===== src/rtl/mips_pkg.sv =====
// Shared MIPS pipeline constants: opcodes, forward-select encodings and hazard FSM states.
package mips_pkg;

    localparam logic [5:0] OpAlu  = 6'd0;
    localparam logic [5:0] OpJ    = 6'd2;
    localparam logic [5:0] OpJal  = 6'd3;
    localparam logic [5:0] OpAddi = 6'd8;
    localparam logic [5:0] OpLw   = 6'd35;
    localparam logic [5:0] OpSw   = 6'd43;

    localparam logic [1:0] FwdRf    = 2'b00;
    localparam logic [1:0] FwdMemWb = 2'b01;
    localparam logic [1:0] FwdExMem = 2'b10;

    typedef enum logic {StRun, StStall} hz_state_e;

    function automatic logic reads_rs(input logic [5:0] op);
        logic r;
        case (op)
            OpAlu, OpLw, OpSw, OpAddi: r = 1'b1;
            default:                   r = 1'b0;
        endcase
        return r;
    endfunction

endpackage


===== src/rtl/dest_decode.sv =====
// Destination-register decode for one instruction word; register 0 never counts as a destination.
module dest_decode
    import mips_pkg::*;
(
    input  logic [31:0] ir,
    output logic [4:0]  dst,
    output logic        has_dst,
    output logic        is_load
);

    logic [5:0] op;
    assign op = ir[31:26];

    always_comb begin
        dst = 5'd0;
        case (op)
            OpAlu:        dst = ir[15:11];
            OpLw, OpAddi: dst = ir[20:16];
            OpJal:        dst = 5'd31;
            default:      dst = 5'd0;
        endcase
        has_dst = (dst != 5'd0);
        is_load = (op == OpLw) && has_dst;
    end

endmodule


===== src/rtl/fwd_hazard_unit.sv =====
// Forwarding-select and load-use stall unit: tracks EX/MEM destinations and registers
// ALU operand selects for the instruction entering EX.
module fwd_hazard_unit
    import mips_pkg::*;
(
    input  logic        clock,
    input  logic        reset_n,
    input  logic        id_valid,
    input  logic [31:0] id_ir,
    input  logic        hold,
    input  logic        flush,
    output logic [1:0]  fa,
    output logic [1:0]  fb,
    output logic        stall,
    output logic [15:0] stall_cnt
);

    hz_state_e   state_q, state_d;
    logic [4:0]  ex_dst_q, mem_dst_q;
    logic        ex_v_q, ex_ld_q, mem_v_q;
    logic [1:0]  fa_q, fb_q, fa_d, fb_d;
    logic [15:0] cnt_q;

    logic [4:0]  id_dst;
    logic        id_has_dst, id_is_load;

    dest_decode u_dest_decode (
        .ir      (id_ir),
        .dst     (id_dst),
        .has_dst (id_has_dst),
        .is_load (id_is_load)
    );

    logic [5:0] op;
    logic [4:0] rs, rt;
    logic       rd_rs, rd_rt, load_use, take_id;

    assign op    = id_ir[31:26];
    assign rs    = id_ir[25:21];
    assign rt    = id_ir[20:16];
    assign rd_rs = reads_rs(op);
    assign rd_rt = (op == OpAlu);

    // EX match checked first so the younger producer wins on a double match.
    always_comb begin
        fa_d = FwdRf;
        fb_d = FwdRf;
        if (rd_rs) begin
            if (ex_v_q && ex_dst_q == rs)        fa_d = FwdExMem;
            else if (mem_v_q && mem_dst_q == rs) fa_d = FwdMemWb;
        end
        if (rd_rt) begin
            if (ex_v_q && ex_dst_q == rt)        fb_d = FwdExMem;
            else if (mem_v_q && mem_dst_q == rt) fb_d = FwdMemWb;
        end
    end

    assign load_use = id_valid && !flush && ex_v_q && ex_ld_q &&
                      ((rd_rs && ex_dst_q == rs) || (rd_rt && ex_dst_q == rt));

    always_comb begin
        state_d = state_q;
        stall   = 1'b0;
        if (!hold) begin
            case (state_q)
                StRun: begin
                    if (load_use) begin
                        stall   = 1'b1;
                        state_d = StStall;
                    end
                end
                StStall: state_d = StRun;
                default: state_d = StRun;
            endcase
        end
    end

    assign take_id = id_valid && !flush && !stall;

    always_ff @(posedge clock or negedge reset_n) begin
        if (!reset_n) begin
            state_q   <= StRun;
            ex_dst_q  <= 5'd0;
            ex_v_q    <= 1'b0;
            ex_ld_q   <= 1'b0;
            mem_dst_q <= 5'd0;
            mem_v_q   <= 1'b0;
            fa_q      <= FwdRf;
            fb_q      <= FwdRf;
            cnt_q     <= 16'd0;
        end else if (!hold) begin
            state_q   <= state_d;
            mem_dst_q <= ex_dst_q;
            mem_v_q   <= ex_v_q;
            ex_dst_q  <= id_dst;
            ex_v_q    <= take_id && id_has_dst;
            ex_ld_q   <= take_id && id_is_load;
            fa_q      <= take_id ? fa_d : FwdRf;
            fb_q      <= take_id ? fb_d : FwdRf;
            if (stall && cnt_q != 16'hFFFF) cnt_q <= cnt_q + 16'd1;
        end
    end

    assign fa        = fa_q;
    assign fb        = fb_q;
    assign stall_cnt = cnt_q;

endmodule

===== config.mk =====
export PLATFORM = sky130hd
export DESIGN_NAME = fwd_hazard_unit
export DESIGN_NICKNAME = d
export VERILOG_FILES = /design/src/rtl/mips_pkg.sv /design/src/rtl/dest_decode.sv /design/src/rtl/fwd_hazard_unit.sv
export SDC_FILE = /design/constraint.sdc
export NUM_CORES = 1
export LEC_CHECK = 0
export CAP_MARGIN = 30
export CORE_MARGIN = 2
export CORE_UTILIZATION = 45
export DETAILED_ROUTE_END_ITERATION = 8
export HOLD_SLACK_MARGIN = 0.15
export PLACE_DENSITY = 0.75
export SLEW_MARGIN = 20
export SYNTH_ARGS = -nofsm -noshare
export SYNTH_HDL_FRONTEND = slang
export SYNTH_SLANG_ARGS = --single-unit

===== constraint.sdc =====
create_clock -name clock -period 2.5 [get_ports clock]
set_input_delay 0.75 -clock clock [delete_from_list [all_inputs] [get_ports clock]]
set_output_delay 0.75 -clock clock [all_outputs]
set_load 0.01 [all_outputs]

# After elaboration in Yosys (flattened, before gate mapping)
# Cells that the tools add are included.
[totals] register_bits=34 input_bits=37 out_inout_bits=21 word_cells=58
[classes] n_addsub=1 n_eq_ne=9 mux=14 n_bitwise=2 reduce_logical=23
[op_table] op="$eq A5 B5 Y1" n=4
[op_table] op="$add A16 B1 Y16 const B" n=1
[op_table] op="$ne A16 B16 Y1 const B" n=1
[op_table] op="$logic_and A1 B1 Y1" n=15
[op_table] op="$pmux W5 S3" n=1
[op_table] op="$eq A6 B6 Y1 const B" n=2
[op_table] op="$mux W2" n=6
[op_table] op="$eq A6 B2 Y1 const B" n=1
[op_table] op="$eq A6 B4 Y1 const B" n=1
[op_table] op="$logic_not A6 Y1" n=1
[op_table] op="$mux W1" n=6
[op_table] op="$reduce_bool A5 Y1" n=1
[op_table] op="$reduce_or A4 Y1" n=1
[op_table] op="$logic_not A1 Y1" n=2
[op_table] op="$not A1 Y1" n=2
[op_table] op="$pmux W1 S2" n=1
[op_table] op="$reduce_and A2 Y1" n=1
[op_table] op="$reduce_or A2 Y1" n=1
[op_table] op="$logic_or A1 B1 Y1" n=1

# Longest topological paths before layout
[logic_depth] ltp_word=12 ltp_mapped=8 depth_no_buf=7

# By module
# A second synthesis with hierarchy kept.
[hier_totals] cells_unflattened=187 hier_area_um2=1999.4
[modules_own_cells] mod="fwd_hazard_unit" n_inst=1 cells_per_inst=161 area_each_um2=1810.5 seq_area_each_um2=850.8
[modules_own_cells] mod="dest_decode" n_inst=1 cells_per_inst=26 area_each_um2=188.9 seq_area_each_um2=0.0

# Worst setup path before layout
# No wires, ideal clock.
[synth_timing] path_kind="input -> output" from="in id_ir[30]" to="out stall" arrival_ns=1.762 required_ns=1.750 slack_ns=-0.012 path_stages=5 n_path_buf=0 cell_sequence="nor3_1 > nand2_2 > nor4_4 > o21ai_0 > inv_1"
[synth_via] elab_chain_len=9 word_cells_on_any_way=13 cone_classes="eq/ne: 3; mux: 4; reduce/logical: 6"
[synth_lines] item="start, declared" line="fwd_hazard_unit.sv:9" rtl="input logic [31:0] id_ir,"
[synth_lines] item="$eq A6 B6 Y1 (tied with other cells)" line="mips_pkg.sv:19" rtl="case (op)"
[synth_lines] item="$reduce_or A4 Y1" line="mips_pkg.sv:19"
[synth_lines] item="$mux W1" line="mips_pkg.sv:19"
[synth_lines] item="$logic_and A1 B1 Y1" line="fwd_hazard_unit.sv:59" rtl="((rd_rs && ex_dst_q == rs) || (rd_rt && ex_dst_q == rt));"
[synth_lines] item="$logic_or A1 B1 Y1 *" line="fwd_hazard_unit.sv:59"
[synth_lines] item="$logic_and A1 B1 Y1 *" line="fwd_hazard_unit.sv:58" rtl="assign load_use = id_valid && !flush && ex_v_q && ex_ld_q &&"
[synth_lines] item="$mux W1 *" line="fwd_hazard_unit.sv:67" rtl="if (load_use) begin"
[synth_lines] item="$mux W1 *" line="fwd_hazard_unit.sv:65" rtl="case (state_q)"
[synth_lines] item="$mux W1 *" line="fwd_hazard_unit.sv:64" rtl="if (!hold) begin"
[synth_lines] item="end, declared" line="fwd_hazard_unit.sv:14" rtl="output logic stall,"
# Every way passes the cells marked *; elsewhere a longest branch is shown, timed or not.

# Final worst setup path
[layout_timing] from="in id_ir[26]" to="out stall"
# Same word-level chain as after synthesis.

==> flow_summary_export.csv <==
group,metric,value,unit
finish,final_cell_mix,"buf_4 (50), dfrtp_1 (34), clkdlybuf4s50_1 (26), xnor2_1 (19), nand2_1 (16)",
timing,fmax,399,MHz
timing,slew_viol_final,0,
synthesis,ys.flop_type,"dfrtp_1",
route,dr.pass1.iters,4,
setup_path,r2r_slack,90,ps
floorplan,initial_core_util,0.477,
timing,max_slew_margin,0.599,
status,status,"finished with violations",
synthesis,synth_fa_ha_area_frac,0.00646,
synthesis,synth_edf_count,0,
route,ant_nets,0,
setup_path,cp.arrival,1760,ps
finish,final_common_cell,"buf_4",
synthesis,synth-compound-area-share,0.0918,
place,dp.final_hpwl,3560,um
timing,hold_viol_final,0,
worst_hold_path,hp-start,"state_q",
setup_path,worstSetupPathType,"in2out",
finish,drive_gt1_frac,0.376,
synthesis,synth_top_area_frac,0.440,
finish,nFillCells,281,
clock_tree,cts_buffer_depth,2,
timing,worst_pin_slew,595,ps
clock_tree,worstSkewPairLatency,290,ps
clock_tree,cts_tree,"built",
pwr,irDropWorstVdd,0.335,mV
global_route,antenna_found_initial,0,
synthesis,synth_xor_area_frac,0.145,
global_route,grt_pass1_vias,1756,
setup_path,worstSetupEndpointType,"primary output",
route,drt_iter0_drc,123,
place,dp.cells,311,
place,dpl_cell_area,2700,sq um
floorplan,dieHeight,69.6,um
timing,setup_viol,1,
synthesis,synthArstFlopShare,1.00,
finish,area_growth,54.2,%
setup_path,worstPathRequired,1750,ps
setup_path,r2r_end,"stall_cnt[12]",
run,cap_violations,0,
timing,skew,7.12,ps
finish,final_cell_area,2980,sq um
setup_path,critical_path_buf_inv_count,4,
timing,finalCritPeriodShare,1.00,
route,num_vias,1769,
setup_path,worstSetupStartpointType,"input port",
global_route,grtUsageMet3,0.0523,
timing,timing.hold.ws,493,ps
global_route,grt_pass1_wl,8470,um
clock_tree,cts_sinks,34,
global_route,met2_usage,0.361,
route,wl_per_cell,15.4,um
synthesis,netlist_instances,184,
setup_path,slowest_stage,"nor3_4",
setup_path,worstPathCellList,"buf_6 -> nor3_4 -> buf_4 -> nand2_2 -> nor4_4 -> o21ai_2 -> inv_1 -> buf_2",
floorplan,die_width,69.6,um
floorplan,rows,23,
route,vias_per_cell,5.33,
floorplan,core,4060,sq um
global_route,grt_max_degree,35,
global_route,grt_use_total,0.220,
synthesis,synth_top_family_by_area,"simple AND/OR/NAND/NOR gates",
place,gp_congestion,0.829,
synthesis,synthDistinctLibCells,39,
synthesis,yosysWarningCount,0,
finish,final_cells,332,
worst_hold_path,hold_class,"reg2reg",
synthesis,avgSynthCellArea,10.5,sq um
timing,setup_ws,-5.40,ps
pwr,power.density,378,nW/um^2
pwr,p_leak,1.35,nW
floorplan,dieArea,4840,sq um
route,totalWireLength,5120,um
route,drcViolationCount,0,
clock_tree,path_clk_slew,70,ps
worst_hold_path,min_to,"state_q",
worst_hold_path,holdPathStages,2,
synthesis,synthesis.area,1940,sq um
global_route,gr-usage-met1,0.287,
setup_path,rr_worst_depth,12,
finish,antenna_cells,0,
synthesis,yosys.area_share.simple,0.212,
global_route,grt_overflow,0,
setup_path,critical_path.top_delay_family,"simple AND/OR/NAND/NOR gates",
synthesis,synthTopCellsByArea,"dfrtp_1 (44%), xnor2_1 (10%), mux2_2 (5.8%), xor2_1 (4.5%), nand3_1 (3.6%)",
synthesis,yosys.area.top_type,"dfrtp_1",
global_route,busiest_layer,"met2",
place,portBuffers,46,
clock_tree,cts.hold.buffers_added,0,
clock_tree,numCtsBuffers,5,
finish,seq_area,851,sq um
timing,grt_setup_unrepaired,"true",
pwr,power,1.13,mW
clock_tree,cts_max_level,2,
setup_path,cp_max_fo,3,
setup_path,cpPeakStageDelay,230,ps
synthesis,synth_fp_nets,222,
synthesis,synth_seq_cells,34,
clock_tree,cts_root_buf,"clkbuf_8",
setup_path,r2r_start,"ex_dst_q[4]",
timing,min_period,2510,ps
finish,nets,320,
synthesis,synth_mux_area_frac,0.0834,
status,violations,"setup timing",
finish,multi_input_area,1170,sq um
synthesis,ys_seq_area_frac,0.440,
floorplan,io_pins,58,
==> synth_stat cells (5+ instances only) <==
| cell | count |
|---|---|
| nand2_1 | 16 |
| dfrtp_1 | 34 |
| nor3_1 | 8 |
| nor2_1 | 9 |
| xnor2_1 | 22 |
| o21ai_0 | 5 |
| a221o_1 | 6 |
| xor2_1 | 10 |
| nand3_1 | 14 |
| mux2_2 | 10 |
| nand4_1 | 5 |
| and3_1 | 6 |
==> worst reg2reg max path: stages (launching register included) <==
cell and delay (ps):
dfrtp_1 440, buf_4 170, xnor2_1 110, nand3_1 130
nor3_2 70, buf_4 130, buf_4 120, buf_4 120
buf_4 120, buf_4 150, or2_4 280, nand3_1 90
mux2_1 340
==> metal layers <==
| layer | wire (um) | up-vias | part of all wire |
|---|---|---|---|
| met2 | 2540 | 50 | 0.50 |
| li1 | - | 857 | - |
| met5 | 0 | - | 0 |
| met1 | 2290 | 856 | 0.45 |
| met3 | 222 | 6 | 0.043 |
| met4 | 63 | 0 | 0.012 |
==> cells by family after synthesis <==
family                     count (synthesis)
xor gates and xnor gates                  32
DFF                                       34
buffers and inverters                      9
AOI/OAI and AO/OA                         20
adders and majority gates                  1
muxes                                     14
and+or+nand+nor                           74
==> stage by stage <==
step           setup WS [ps]  utilization  setup TNS (ps)
2_1_floorplan           39.7            -               0
3_3_place_gp            -817        0.666           -4220
3_5_place_dp            -837        0.666           -4720
4_1_cts                -30.4        0.711           -30.4
5_1_grt                -55.8        0.735            -117
6_report               -5.40        0.735           -5.40
==> worst max path at each step <==
stage	startpoint	to	slack, ps	depth (start not counted)
6_report	id_ir[26]	stall	-5	8
5_1_grt	id_ir[26]	stall	-60	7
4_1_cts	id_ir[27]	stall	-30	7
2_1_floorplan	id_ir[30]	stall	40	5
3_3_place_gp	id_ir[20]	stall	-820	7
3_5_place_dp	id_ir[20]	stall	-840	7
==> power breakdown <==
group / total [mW] / internal, mW / switching [mW]
registers: 0.566 / 0.556 / 0.00946
clock network: 0.384 / 0.187 / 0.197
logic: 0.179 / 0.100 / 0.0789
==> timing repair <==
action / in CTS / in global routing
setup buffers: 14 / 2
resized for setup: 58 / 37
endpoints found under the setup margin: 8 / 11
pin swaps: 14 / 18
==> cell type report <==
| class | instances | share of cell area |
|---|---|---|
| multi-input cells | 141 | 0.394 |
| inverters | 4 | 0.00503 |
| repair buffers | 96 | 0.269 |
| well taps | 50 | 0.0210 |
| flip-flops and latches | 34 | 0.285 |
| clock buffers | 5 | 0.0231 |
| clock inverters | 2 | 0.00335 |
==> state kept, by name, indices dropped and copies added, names as in the netlist <==
name	cells
ex_v_q	1
fa	2
fb	2
mem_dst_q	5
ex_dst_q	5
ex_ld_q	1
mem_v_q	1
stall_cnt	16
state_q	1
Power figures use the tool's default switching activity.
